## config.mk

```make
export PLATFORM = sky130hd
export DESIGN_NAME = led_pattern_seq
export DESIGN_NICKNAME = d
export VERILOG_FILES = /design/src/rtl/led_pkg.sv /design/src/rtl/btn_debounce.sv /design/src/rtl/led_pattern_seq.sv
export SDC_FILE = /design/constraint.sdc
export NUM_CORES = 1
export LEC_CHECK = 0
export ABC_AREA = 1
export CORE_ASPECT_RATIO = 1.5
export CORE_MARGIN = 5
export CORE_UTILIZATION = 50
export CTS_BUF_LIST = sky130_fd_sc_hd__clkbuf_16
export CTS_CLUSTER_DIAMETER = 30
export CTS_CLUSTER_SIZE = 25
export DETAILED_ROUTE_END_ITERATION = 6
export GPL_TIMING_DRIVEN = 0
export PLACE_DENSITY_LB_ADDON = 0.12
export SYNTH_ARGS = -nofsm -noshare
export SYNTH_HDL_FRONTEND = slang
export SYNTH_HIERARCHICAL = 1
export SYNTH_SLANG_ARGS = --single-unit
```

## constraint.sdc

```tcl
create_clock -name clk -period 1.5 [get_ports clk]
set_input_delay 0.225 -clock clk [delete_from_list [all_inputs] [get_ports clk]]
set_output_delay 0.225 -clock clk [all_outputs]
set_load 0.01 [all_outputs]
```

## src/rtl/led_pkg.sv

```systemverilog
// led_pkg: shared mode encoding and timing constants for the LED pattern stage.
package led_pkg;

  typedef enum logic [1:0] {
    MODE_ROT_L,
    MODE_ROT_R,
    MODE_BOUNCE,
    MODE_BLINK
  } led_mode_e;

  localparam int CLK_FREQ_HZ = 100_000_000;
  localparam int DEBOUNCE_MS = 10;
  localparam int DEFAULT_DEBOUNCE_CYCLES = CLK_FREQ_HZ / 1000 * DEBOUNCE_MS;

endpackage

```

## src/rtl/btn_debounce.sv

```systemverilog
// btn_debounce: two-flop synchronizer, stability counter and registered rising-edge press pulse.
module btn_debounce
  import led_pkg::*;
#(
  parameter int DEBOUNCE_CYCLES = DEFAULT_DEBOUNCE_CYCLES
) (
  input  logic clk,
  input  logic rst_n,
  input  logic btn_i,
  output logic level_o,
  output logic press_o
);
  localparam int CW = $clog2(DEBOUNCE_CYCLES);
  localparam logic [CW-1:0] CNT_MAX = CW'(DEBOUNCE_CYCLES - 1);
  logic sync1_q, sync2_q;
  logic level_q, level_d;
  logic press_q, press_d;
  logic [CW-1:0] cnt_q, cnt_d;
  logic accept;
  // The counter only runs while the synchronized input disagrees with the accepted level.
  always_comb begin
    accept = (sync2_q != level_q) && (cnt_q == CNT_MAX);
    cnt_d = (sync2_q == level_q || accept) ? '0 : cnt_q + CW'(1);
    level_d = accept ? sync2_q : level_q;
    press_d = level_d & ~level_q;
  end
  always_ff @(posedge clk or negedge rst_n) begin
    if (!rst_n) begin
      sync1_q <= 1'b0;
      sync2_q <= 1'b0;
      level_q <= 1'b0;
      press_q <= 1'b0;
      cnt_q <= '0;
    end else begin
      sync1_q <= btn_i;
      sync2_q <= sync1_q;
      level_q <= level_d;
      press_q <= press_d;
      cnt_q <= cnt_d;
    end
  end
  assign level_o = level_q;
  assign press_o = press_q;
endmodule

```

## src/rtl/led_pattern_seq.sv

```systemverilog
// led_pattern_seq: button-selected mode FSM advancing a per-mode LED pattern on each tick strobe.
module led_pattern_seq
  import led_pkg::*;
#(
  parameter int NUM_LEDS = 4,
  parameter int DEBOUNCE_CYCLES = DEFAULT_DEBOUNCE_CYCLES
) (
  input  logic                clk,
  input  logic                rst_n,
  input  logic                tick_i,
  input  logic                btn_i,
  output logic [NUM_LEDS-1:0] led_o,
  output logic [1:0]          mode_o
);
  localparam logic [NUM_LEDS-1:0] LSB_ONLY = {{(NUM_LEDS-1){1'b0}}, 1'b1};
  localparam logic [NUM_LEDS-1:0] MSB_ONLY = {1'b1, {(NUM_LEDS-1){1'b0}}};
  logic btn_level, btn_press, press;
  led_mode_e mode_q, mode_d, next_mode;
  logic [NUM_LEDS-1:0] led_q, led_d;
  logic dir_r_q, dir_r_d;

  function automatic logic [NUM_LEDS-1:0] init_pattern(input led_mode_e m);
    return (m == MODE_ROT_R) ? MSB_ONLY : (m == MODE_BLINK) ? '0 : LSB_ONLY;
  endfunction

  btn_debounce #(
    .DEBOUNCE_CYCLES(DEBOUNCE_CYCLES)
  ) u_btn (
    .clk    (clk),
    .rst_n  (rst_n),
    .btn_i  (btn_i),
    .level_o(btn_level),
    .press_o(btn_press)
  );

  // A press always coincides with a high debounced level; qualifying keeps the two consistent.
  assign press = btn_press & btn_level;
  assign next_mode = led_mode_e'(mode_q + 2'd1);

  // Press has priority, so a tick in the same cycle is dropped.
  always_comb begin
    mode_d = mode_q;
    led_d = led_q;
    dir_r_d = dir_r_q;
    if (press) begin
      mode_d = next_mode;
      led_d = init_pattern(next_mode);
      dir_r_d = 1'b0;
    end else if (tick_i) begin
      unique case (mode_q)
        MODE_ROT_L: led_d = {led_q[NUM_LEDS-2:0], led_q[NUM_LEDS-1]};
        MODE_ROT_R: led_d = {led_q[0], led_q[NUM_LEDS-1:1]};
        MODE_BOUNCE: begin
          led_d = dir_r_q ? led_q >> 1 : led_q << 1;
          dir_r_d = dir_r_q ? ~led_d[0] : led_d[NUM_LEDS-1];
        end
        default: led_d = ~led_q;
      endcase
    end
  end

  always_ff @(posedge clk or negedge rst_n) begin
    if (!rst_n) begin
      mode_q <= MODE_ROT_L;
      led_q <= LSB_ONLY;
      dir_r_q <= 1'b0;
    end else begin
      mode_q <= mode_d;
      led_q <= led_d;
      dir_r_q <= dir_r_d;
    end
  end

  assign led_o = led_q;
  assign mode_o = mode_q;
endmodule

```

==> impl_metrics.json, run 1 <==
{
  "synth_top_cells_by_area": "dfrtp_1 41%, nand2_1 14%, nor2_1 10%, inv_1 5.8%, ha_1 4.8%",
  "cp_slowest_stage_delay_ns": 0.56,
  "synth_top_cell_by_area": "dfrtp_1",
  "critPathCaptureType": "output pin",
  "netlist-cell-type-count": 26,
  "drt-total-wl_mm": 3.932,
  "worst_hold_slack_across_all_endpoints_ns": -0.01105,
  "switching_share_pct": 22.13,
  "synth_seq_area_share_pct": 42.86,
  "powerDensity_mw_per_mm2": 897.1,
  "drt_pass1_iterations": 4,
  "worst_ep_required_time_ns": 1.27,
  "wl_per_instance_microns": 12.64,
  "port_buffers": 9,
  "setup.worst_path.start": "mode_o[0]$_DFFE_PN0P_",
  "detail_placement_hpwl_mm": 2.816,
  "finalCoreUtilization_pct": 63.82,
  "p_total_uw": 1974,
  "cts_num_sinks": 31,
  "report.final.setup_viol": 0,
  "clock_latency_reported_for_the_late_side_of_the_worst_skew_pair_ns": 0.27,
  "slew-limit-headroom_pct": 55.21,
  "final_cell_count_no_fill": 311,
  "fp.dieArea_sq_mm": 0.004955,
  "vdd_drop_max_v": 0.0008418,
  "gp_routability_congestion": 0.8655,
  "first_global_vias": 1545,
  "ctsHtreeMaxLevel": 2,
  "synth_xor_xnor_area_share_pct": 4.348,
  "ctsLongestPathBuffers": 2,
  "n_antenna_cell": 0,
  "numnets_final": 280,
  "netlist_instances": 246,
  "critPathKind": "register to output pin",
  "cp_slowest_cell": "clkdlybuf4s50_1",
  "vias": 1554,
  "compound_gate_fraction_of_synth_area_pct": 5.038,
  "netSwitchingPower_uw": 436.9,
  "finalHoldViolations": 19,
  "synthesis.yosys.warnings": 6,
  "start_util_pct": 52.58,
  "gr-total-overflow": 0,
  "final_period_minus_worst_setup_slack_ns": 1.456,
  "worst-path-max-fanout": 4,
  "post_synth_instance_area_sq_mm": 0.001813,
  "power.clock.fraction_pct": 46.4,
  "synth_top_cell_area_share_pct": 41.41,
  "power.combinational.fraction_pct": 7.9,
  "boundaryPins": 10,
  "site_row_count": 26,
  "syn_to_final_growth_pct": 21.39,
  "worst_ep_arrival_time_ns": 1.23,
  "cts_inserted_buffers": 5,
  "clock_transition_at_path_regs_ns": 0.05,
  "maxCapViolCount": 0,
  "postSynthNetCount": 257,
  "pre_cts_ws_ns": -0.3912,
  "critPathBufInv": 1,
  "detail_route.drc_violations": 0,
  "core_area_sq_mm": 0.003448,
  "max_slew.worst_pin.slew_ns": 0.6718,
  "post_synth_and_or_nand_nor_area_fraction_pct": 35.68,
  "grt.total_usage_pct": 17.94,
  "power.leakage_uw": 0.001042,
  "synthAdderAreaFrac_pct": 4.831,
  "ctsRootBufferMaster": "clkbuf_16",
  "worst_path_dominant_cell_family": "buffers and inverters",
  "postSynthRegisterBits": 31,
  "synth_top_family_by_area": "simple AND/OR/NAND/NOR gates",
  "tritoncts_clock_tree": "yes",
  "postSynthAreaPerCell_sq_um": 7.370,
  "vias_per_cell": 4.997,
  "grt_antenna_before_repair": 0,
  "power_report.internal_total_uw": 1538,
  "maxSlewViolCount": 0,
  "finalWorstSetupSlack_ns": 0.04357,
  "fin_worst_skew_ns": 0.004225,
  "drt_iter0_markers": 56,
  "yosys-mux-area-fraction_pct": 0,
  "chipHeight_microns": 83.75,
  "rsz_0062_raised_after_global_routing": "false",
  "worstHoldPathType": "input port to asynchronous set/reset pin",
  "cts_hold_buffers": 0,
  "layout-drive-gt1-share_pct": 15.61,
  "grt_first_pass_wirelength_mm": 6.803,
  "antenna_violating_nets_post_route": 0,
  "violations": "hold timing",
  "critical_path.reg2reg.startpoint": "u_btn/cnt_q[0]$_DFF_PN0_",
  "final_min_period_over_clock_period_pct": 97.10,
  "achievable-frequency_ghz": 0.6866,
  "maximum_number_of_pins_on_one_net_before_global_route_repair": 32,
  "place_inst": 297,
  "power_frac_seq_pct": 45.7,
  "timing.critical_path.from_type": "register",
  "crit_path_cells": "clkdlybuf4s50_1",
  "outcome": "complete, but fails checks",
  "die_width_microns": 59.17
}
-- worst paths after layout --
path | to | slack (ns) | cells after the start
max | mode_o[0] | 0.04 | 1
min | mode_o[0]$_DFFE_PN0P_ | -0.01 | 1
max reg2reg | u_btn/cnt_q[3]$_DFF_PN0_ | 0.11 | 7
min reg2reg | u_btn/sync2_q$_DFF_PN0_ | 0.34 | 0
max in group asynchronous | led_o[1]$_DFFE_PN0P_ | 1.03 | 1
min in group clk | u_btn/sync2_q$_DFF_PN0_ | 0.34 | 0
-- what timing repair did --
item	in CTS	in global routing
endpoints found under the hold margin	0	0
pin swaps	2	3
resized for setup	10	9
endpoints found under the setup margin	52	19
setup buffers	2	5
-- cell usage after synthesis, drive strengths merged --
cell type  count
o21ai          6
nand2         74
o21bai         1
inv           31
buf            1
a21oi          8
nor2          52
xnor2          4
clkinv         1
ha             7
a31oi          1
nor3           1
dfrtp         30
nand3         18
dfstp          1
and2           1
xor2           5
nand4          4
-- metrics by stage --
stage | cell area [sq um] | TNS (ns) | hold slack, ns
after floorplan | 1813 | 0 | -0.07059
after global placement | 1956 | -12.40 | 0.3366
after detailed placement | 1956 | -13.28 | 0.3389
after CTS | 2146 | 0 | 0.3504
after global routing | 2201 | 0 | 0.05595
final | 2201 | 0 | -0.01105
-- power groups by stage --
stage | Sequential [uW] | Clock, uW | Combinational (uW)
final | 903 | 915 | 156
after global routing | 907 | 987 | 176
after CTS | 903 | 941 | 147
after detailed placement | 913 | 0 | 145
after global placement | 913 | 0 | 143
after floorplan | 913 | 0 | 64.8
-- cell families after synthesis --
group / after synthesis
AO/OA/AOI/OAI: 16
buffers and inverters: 33
XOR/XNOR: 9
adder cells (fa/ha/maj): 7
AND/OR/NAND/NOR: 150
flip-flops: 31
-- cell usage in the layout, fill, tap and decap left out, types with 5 or more instances in the layout --
cell	instances
o21ai_0	5
nand2_1	67
dfrtp_1	26
clkdlybuf4s50_1	7
ha_1	6
inv_1	27
nand3_1	17
clkbuf_16	5
buf_4	7
nor2_1	46
a21oi_1	6
-- layout make-up --
type | count | area, sq um
fill | 317 | 1247
multi-input combinational | 182 | 960.9
sequential | 31 | 782.0
timing repair buffer | 16 | 136.4
clock buffer | 5 | 125.1
inverter | 32 | 120.1
tap | 42 | 52.55
buffer | 1 | 15.01
clock inverter | 2 | 8.758
-- state kept, by name (all words and copies together), names as in the netlist --
name / count
u_btn/press_o: 1
dir_r_q: 1
u_btn/sync2_q: 1
u_btn/sync1_q: 1
u_btn/cnt_q: 20
led_o: 4
u_btn/level_o: 1
mode_o: 2
-- per-layer routing --
metal	track usage (%)	up-vias	share of wire (%)
met1	19.25	712	39
met4	7.423	0	2.2
li1	-	804	-
met5	0	-	0
met2	32.39	32	55
met3	3.870	6	3.8
Power figures use the tool's default switching activity.
==> inputs of run 2 (changes only) <==
CTS_CLUSTER_SIZE = 14   (was 25)
SLEW_MARGIN = 20   (was unset)
==> impl_metrics.json, run 2 (synthesis results as in run 1) <==
{
  "outcome": "complete, but fails checks",
  "violations": "hold timing",
  "cp_slowest_cell": "clkdlybuf4s50_1",
  "maximum_number_of_pins_on_one_net_before_global_route_repair": 32,
  "grt.total_usage_pct": 17.94,
  "chipHeight_microns": 83.75,
  "drt-total-wl_mm": 3.827,
  "first_global_vias": 1539,
  "tritoncts_clock_tree": "yes",
  "worst_path_dominant_cell_family": "buffers and inverters",
  "gp_routability_congestion": 0.8655,
  "cts_inserted_buffers": 5,
  "final_min_period_over_clock_period_pct": 97.48,
  "grt_antenna_before_repair": 0,
  "worstHoldPathType": "input port to asynchronous set/reset pin",
  "critPathCaptureType": "output pin",
  "ctsRootBufferMaster": "clkbuf_16",
  "finalHoldViolations": 20,
  "powerDensity_mw_per_mm2": 910.4,
  "start_util_pct": 52.58,
  "final_instance_area_sq_mm": 0.002175,
  "port_buffers": 9,
  "layout.cells.most_common_list": "67 x nand2_1, 46 x nor2_1, 27 x inv_1, 26 x dfrtp_1, 17 x nand3_1",
  "layout_commonest_cell": "nand2_1",
  "boundaryPins": 10,
  "vias": 1534,
  "core_area_sq_mm": 0.003448,
  "maxCapViolCount": 0,
  "critPathBufInv": 1,
  "antenna_violating_nets_post_route": 0,
  "wl_per_instance_microns": 12.43,
  "detail_route.drc_violations": 0,
  "timing.critical_path.from_type": "register",
  "detail_placement_hpwl_mm": 2.821,
  "clock_latency_reported_for_the_late_side_of_the_worst_skew_pair_ns": 0.27,
  "die_width_microns": 59.17,
  "rsz_0062_raised_after_global_routing": "false",
  "achievable-frequency_ghz": 0.6839,
  "max_slew.worst_pin.slew_ns": 0.6792,
  "finalWorstSetupSlack_ns": 0.03783,
  "fp.dieArea_sq_mm": 0.004955,
  "slew-limit-headroom_pct": 54.72,
  "worst_hold_slack_across_all_endpoints_ns": -0.01131,
  "numnets_final": 277,
  "vias_per_cell": 4.981,
  "syn_to_final_growth_pct": 19.95,
  "reg_to_reg_setup_timing_slack_ns": 0.12,
  "grt_first_pass_wirelength_mm": 6.741,
  "cts_num_sinks": 31,
  "n_antenna_cell": 0,
  "pre_cts_ws_ns": -0.1612,
  "worst-path-max-fanout": 4,
  "clock_transition_at_path_regs_ns": 0.05,
  "final_period_minus_worst_setup_slack_ns": 1.462,
  "largest_register_ffs": 20,
  "gr-total-overflow": 0,
  "fin_worst_skew_ns": 0.004384,
  "largest-register": "u_btn/cnt_q",
  "fillerInstances": 321,
  "vdd_drop_max_v": 0.0008420,
  "finalCoreUtilization_pct": 63.06,
  "drt_iter0_markers": 57,
  "drt_pass1_iterations": 4,
  "ctsHtreeMaxLevel": 2,
  "post_dp_cell_area_sq_mm": 0.001951,
  "layout-drive-gt1-share_pct": 14.66,
  "ctsLongestPathBuffers": 2,
  "power.leakage_uw": 0.001024,
  "critPathKind": "register to output pin",
  "maxSlewViolCount": 0,
  "cp_slowest_stage_delay_ns": 0.56,
  "report.final.setup_viol": 0,
  "worst_ep_arrival_time_ns": 1.24,
  "crit_path_cells": "clkdlybuf4s50_1",
  "site_row_count": 26,
  "worst_ep_required_time_ns": 1.27
}
[run 2: worst paths after layout]
check | from | endpoint | depth (start not counted)
hold / removal | rst_n | mode_o[0]$_DFFE_PN0P_ | 1
min in group clk | u_btn/sync1_q$_DFF_PN0_ | u_btn/sync2_q$_DFF_PN0_ | 0
hold reg to reg | u_btn/sync1_q$_DFF_PN0_ | u_btn/sync2_q$_DFF_PN0_ | 0
setup reg to reg | u_btn/cnt_q[1]$_DFF_PN0_ | u_btn/cnt_q[16]$_DFF_PN0_ | 7
setup / recovery | mode_o[0]$_DFFE_PN0P_ | mode_o[0] | 1
max in group asynchronous | rst_n | led_o[1]$_DFFE_PN0P_ | 1
[run 2: final cells by class]
class	count	area, sq um	share of cell area [%]
plain buffers	1	11.26	0.5178
clock buffers	5	125.1	5.754
clock inverters	2	8.758	0.4028
inverters	32	120.1	5.524
multi-input cells	182	960.9	44.19
flip-flops and latches	31	782.0	35.96
well taps	42	52.55	2.417
repair buffers	13	113.9	5.236
[run 2: timing repair]
item / CTS / global route
pin swaps: 2 / 2
resized for setup: 9 / 8
hold buffers: 0 / 0
buffers inserted: 2 / 2
setup endpoints to repair: 22 / 15
[run 2: metrics by stage]
step / power, uW / instances / hold slack [ns] / TNS (ns)
detailed placement: 1057 / 297 / 0.3096 / -1.575
global placement: 1055 / 297 / 0.3366 / -12.40
global route: 2071 / 308 / 0.05338 / 0
CTS: 2007 / 306 / 0.01834 / 0
finish: 1980 / 308 / -0.01131 / 0
floorplan: 977.7 / 246 / -0.07059 / 0
[run 2: per-layer routing]
metal	global-route usage [%]	up-vias	wire [microns]
met5	0	-	0
met2	31.69	22	2079
met1	19.55	709	1512
li1	-	794	-
met4	8.454	0	118
met3	3.715	9	116
[run 2: where the power goes]
| group | switching, uW | internal (uW) |
|---|---|---|
| Sequential | 33.7 | 868 |
| Clock | 332 | 594 |
| Combinational | 80.7 | 70.7 |
==> inputs of run 3 (changes only) <==
HOLD_SLACK_MARGIN = 0.06   (was unset)
==> impl_metrics.json, run 3 (synthesis results as in run 1) <==
{
  "outcome": "finished clean",
  "maximum_number_of_pins_on_one_net_before_global_route_repair": 32,
  "vdd_drop_max_v": 0.0008404,
  "start_util_pct": 52.58,
  "setup.worst_path.start": "mode_o[0]$_DFFE_PN0P_",
  "fin_worst_skew_ns": 0.004396,
  "worst_path_dominant_cell_family": "buffers and inverters",
  "pre_cts_ws_ns": -0.1612,
  "drt-total-wl_mm": 3.826,
  "port_buffers": 9,
  "boundaryPins": 10,
  "gr-total-overflow": 0,
  "crit_path_cells": "clkdlybuf4s50_1",
  "grt.total_usage_pct": 17.94,
  "final_min_period_over_clock_period_pct": 97.30,
  "drt_iter0_markers": 67,
  "max_slew.worst_pin.slew_ns": 0.6850,
  "finalHoldViolations": 0,
  "fp.dieArea_sq_mm": 0.004955,
  "ctsLongestPathBuffers": 2,
  "drt_pass1_iterations": 4,
  "post_dp_cell_area_sq_mm": 0.001951,
  "numnets_final": 278,
  "antenna_violating_nets_post_route": 0,
  "critPathBufInv": 1,
  "worst_ep_arrival_time_ns": 1.23,
  "grt_antenna_before_repair": 0,
  "tritoncts_clock_tree": "yes",
  "worst_ep_required_time_ns": 1.27,
  "ctsRootBufferMaster": "clkbuf_16",
  "report.final.setup_viol": 0,
  "finalWorstSetupSlack_ns": 0.04044,
  "core_area_sq_mm": 0.003448,
  "min-delay-start": "u_btn/sync1_q$_DFF_PN0_",
  "cp_slowest_cell": "clkdlybuf4s50_1",
  "wl_per_instance_microns": 12.38,
  "worst-path-max-fanout": 4,
  "layout_commonest_cell": "nand2_1",
  "layout.cells.most_common_list": "67 x nand2_1, 46 x nor2_1, 27 x inv_1, 26 x dfrtp_1, 17 x nand3_1",
  "first_global_vias": 1539,
  "setup-tns-final_ns": 0,
  "rsz_0062_raised_after_global_routing": "false",
  "cts_inserted_buffers": 5,
  "detail_route.drc_violations": 0,
  "final_period_minus_worst_setup_slack_ns": 1.460,
  "largest-register": "u_btn/cnt_q",
  "vias_per_cell": 4.955,
  "maxCapViolCount": 0,
  "chipHeight_microns": 83.75,
  "slew-limit-headroom_pct": 54.33,
  "site_row_count": 26,
  "critical_path.reg2reg.startpoint": "u_btn/cnt_q[1]$_DFF_PN0_",
  "cts_num_sinks": 31,
  "syn_to_final_growth_pct": 20.50,
  "timing.critical_path.from_type": "register",
  "finalCoreUtilization_pct": 63.35,
  "ctsHtreeMaxLevel": 2,
  "final_instance_area_sq_mm": 0.002185,
  "critPathCaptureType": "output pin",
  "clock_transition_at_path_regs_ns": 0.05,
  "clock_latency_reported_for_the_late_side_of_the_worst_skew_pair_ns": 0.27,
  "cp_slowest_stage_delay_ns": 0.56,
  "achievable-frequency_ghz": 0.6851,
  "largest_register_ffs": 20,
  "p_total_uw": 1981,
  "maxSlewViolCount": 0,
  "die_width_microns": 59.17,
  "gp_routability_congestion": 0.8655,
  "detail_placement_hpwl_mm": 2.821,
  "powerDensity_mw_per_mm2": 906.8,
  "layout-drive-gt1-share_pct": 14.61,
  "worstHoldPathType": "register to register",
  "power.leakage_uw": 0.001029,
  "vias": 1531,
  "grt_first_pass_wirelength_mm": 6.741,
  "n_antenna_cell": 0,
  "critPathKind": "register to output pin"
}
==> run 3: changes by cell type in the layout (fill, tap and decap cells not counted), sizes merged <==
cell	before	now
dlygate4sd3	0	1
==> run 3: where the power goes <==
group	switching, uW	internal (uW)
combinational	81.1	72.4
sequential	33.7	868
clock	332	594
==> run 3: per-layer routing <==
metal | track usage, % | vias up | wire length (microns)
met5 | 0 | - | 0
met4 | 8.454 | 0 | 118
met3 | 3.715 | 9 | 108
met2 | 31.69 | 20 | 2069
met1 | 19.55 | 706 | 1530
li1 | - | 796 | -
==> run 3: stage by stage <==
stage                     hold WS [ns]  std cells
after floorplan               -0.07059        246
after global placement          0.3366        297
after detailed placement        0.3096        297
after CTS                       0.3504        307
after global routing            0.3585        309
final                           0.3437        309
==> run 3: final timing paths <==
kind	to	slack, ns	depth (start not counted)
max in group asynchronous	led_o[1]$_DFFE_PN0P_	0.48	2
worst min-delay path	u_btn/sync2_q$_DFF_PN0_	0.34	0
worst max register to register	u_btn/cnt_q[16]$_DFF_PN0_	0.12	7
min in group asynchronous	mode_o[0]$_DFFE_PN0P_	0.53	2
worst min register to register	u_btn/sync2_q$_DFF_PN0_	0.34	0
worst max-delay path	mode_o[0]	0.04	1
==> run 3: timing repair <==
| action | 4_1_cts | 5_1_grt |
|---|---|---|
| setup endpoints to repair | 22 | 15 |
| gates resized for setup | 9 | 8 |
| endpoints found under the hold margin | 30 | 0 |
| setup buffers | 2 | 2 |
| hold buffers | 1 | 0 |
| pin swaps | 2 | 2 |
==> run 3: area by class of cell <==
class                   instances  area [sq um]
multi-input cells             182         960.9
well taps                      42         52.55
clock inverters                 2         8.758
flip-flops and latches         31         782.0
inverters                      32         120.1
fillers                       319          1264
plain buffers                   1         11.26
clock buffers                   5         125.1
repair buffers                 14         123.9
==> variant (flow settings as in run 3) <==
Change the package constant `CLK_FREQ_HZ` from 100_000_000 to 200_000_000.
--- a/src/rtl/led_pkg.sv
+++ b/src/rtl/led_pkg.sv
@@ -8,7 +8,7 @@
     MODE_BLINK
   } led_mode_e;
 
-  localparam int CLK_FREQ_HZ = 100_000_000;
+  localparam int CLK_FREQ_HZ = 200_000_000;
   localparam int DEBOUNCE_MS = 10;
   localparam int DEFAULT_DEBOUNCE_CYCLES = CLK_FREQ_HZ / 1000 * DEBOUNCE_MS;
 
Formal check against the unedited RTL: no difference found for any inputs over 10 cycles, from zero or initial values and one cycle with rst_n low; that may be too few to reach the edited logic, so the function may still have changed.
==> variant against run 3 <==
First-iteration DRC count is 57% higher. Worst setup slack better by 0.022 ns. Sequential share of layout area is 0.094 points lower. Critical path type unchanged. Global-route usage is 0.78 points higher. Synthesized cell count is 1.6% lower. Synthesized area is 2.6% higher. Sequential cell count is 1 higher. Die area is 2.2% higher. Design area is 3.1% higher. Routed wire length is 6.6% higher. Sequential power is 2.4% higher. Total power is 11% higher. Core utilization is 1.6 points lower.
==> variant: results <==
run_status:
  run_status: "finished clean"
global_route:
  first_global_vias: 1608
  grt_util_all_layers: 0.187
  largest_net_degree_at_the_start_of_global_routing: 33
  global_route_wire_length_before_repair_microns: 7200
power_and_ir_drop:
  power_leakage_nw: 1.06
  p_sw_frac: 0.208
final_layout:
  n_fill_cell: 338
  buf_share: 0.0750
  largest_register_ffs: 21
  regArea_sq_um: 805
  clockNetworkAreaShare: 0.0727
  nFlopsAndLatches: 32
  layout.comb_gates.multi_input: 183
  finalNetCount: 276
  post_route_cells_drive_above_1_share: 0.147
  area_used_by_multi_input_combinational_logic_sq_um: 968
routing:
  met3WireLength_microns: 125
  wl_met1_microns: 1580
  viasPerCell: 5.03
  detail_route.iter0.violations: 105
  drt-wirelength-per-cell_microns: 13.2
yosys:
  synth_commonest_cells: "nand2_1 (68), nor2_1 (48), dfrtp_1 (31)"
  synth_xor_xnor_area_share: 0.0707
  yosys.cell_types.count: 27
  synth_compound_gate_area_share: 0.0410
  synth_cells: 242
  top_cells_by_area_synth: "dfrtp_1 (42%), nand2_1 (14%), nor2_1 (9.7%)"
  synth.yosys.seq_area_share: 0.431
placed_design:
  dp_cells: 294
  place_congestion: 0.833
setup_path:
  arrival_ns: 1.21
sta:
  slew_headroom: 0.539
  timing.clock.skew_ns: 0.00510
==> variant: through the flow <==
step | TNS, ns | cell area [sq um] | power [mW] | hold WS, ns | setup slack (ns)
floorplan | 0 | 1860 | 1.01 | -0.0706 | 0.109
global placement | -15.68 | 2000 | 1.09 | 0.335 | -0.397
detailed placement | -3.36 | 2000 | 1.09 | 0.314 | -0.175
CTS | 0 | 2200 | 2.23 | 0.359 | 0.00991
global route | 0 | 2250 | 2.31 | 0.361 | 0.0132
finish | 0 | 2250 | 2.21 | 0.355 | 0.0622
==> variant: kinds of logic (layout without fill, tap and decap cells) <==
kind of cell / count (synthesis) / after routing
buf+inv: 27 / 51
flops: 32 / 32
xor+xnor: 15 / 15
simple gates: 148 / 148
compound gates: 13 / 13
fa+ha+maj: 7 / 7
==> variant: routing by layer <==
layer,vias to the layer above,global-route usage
met5,-,0
met4,0,0.0907
met3,12,0.0400
met2,29,0.339
met1,718,0.194
li1,796,-
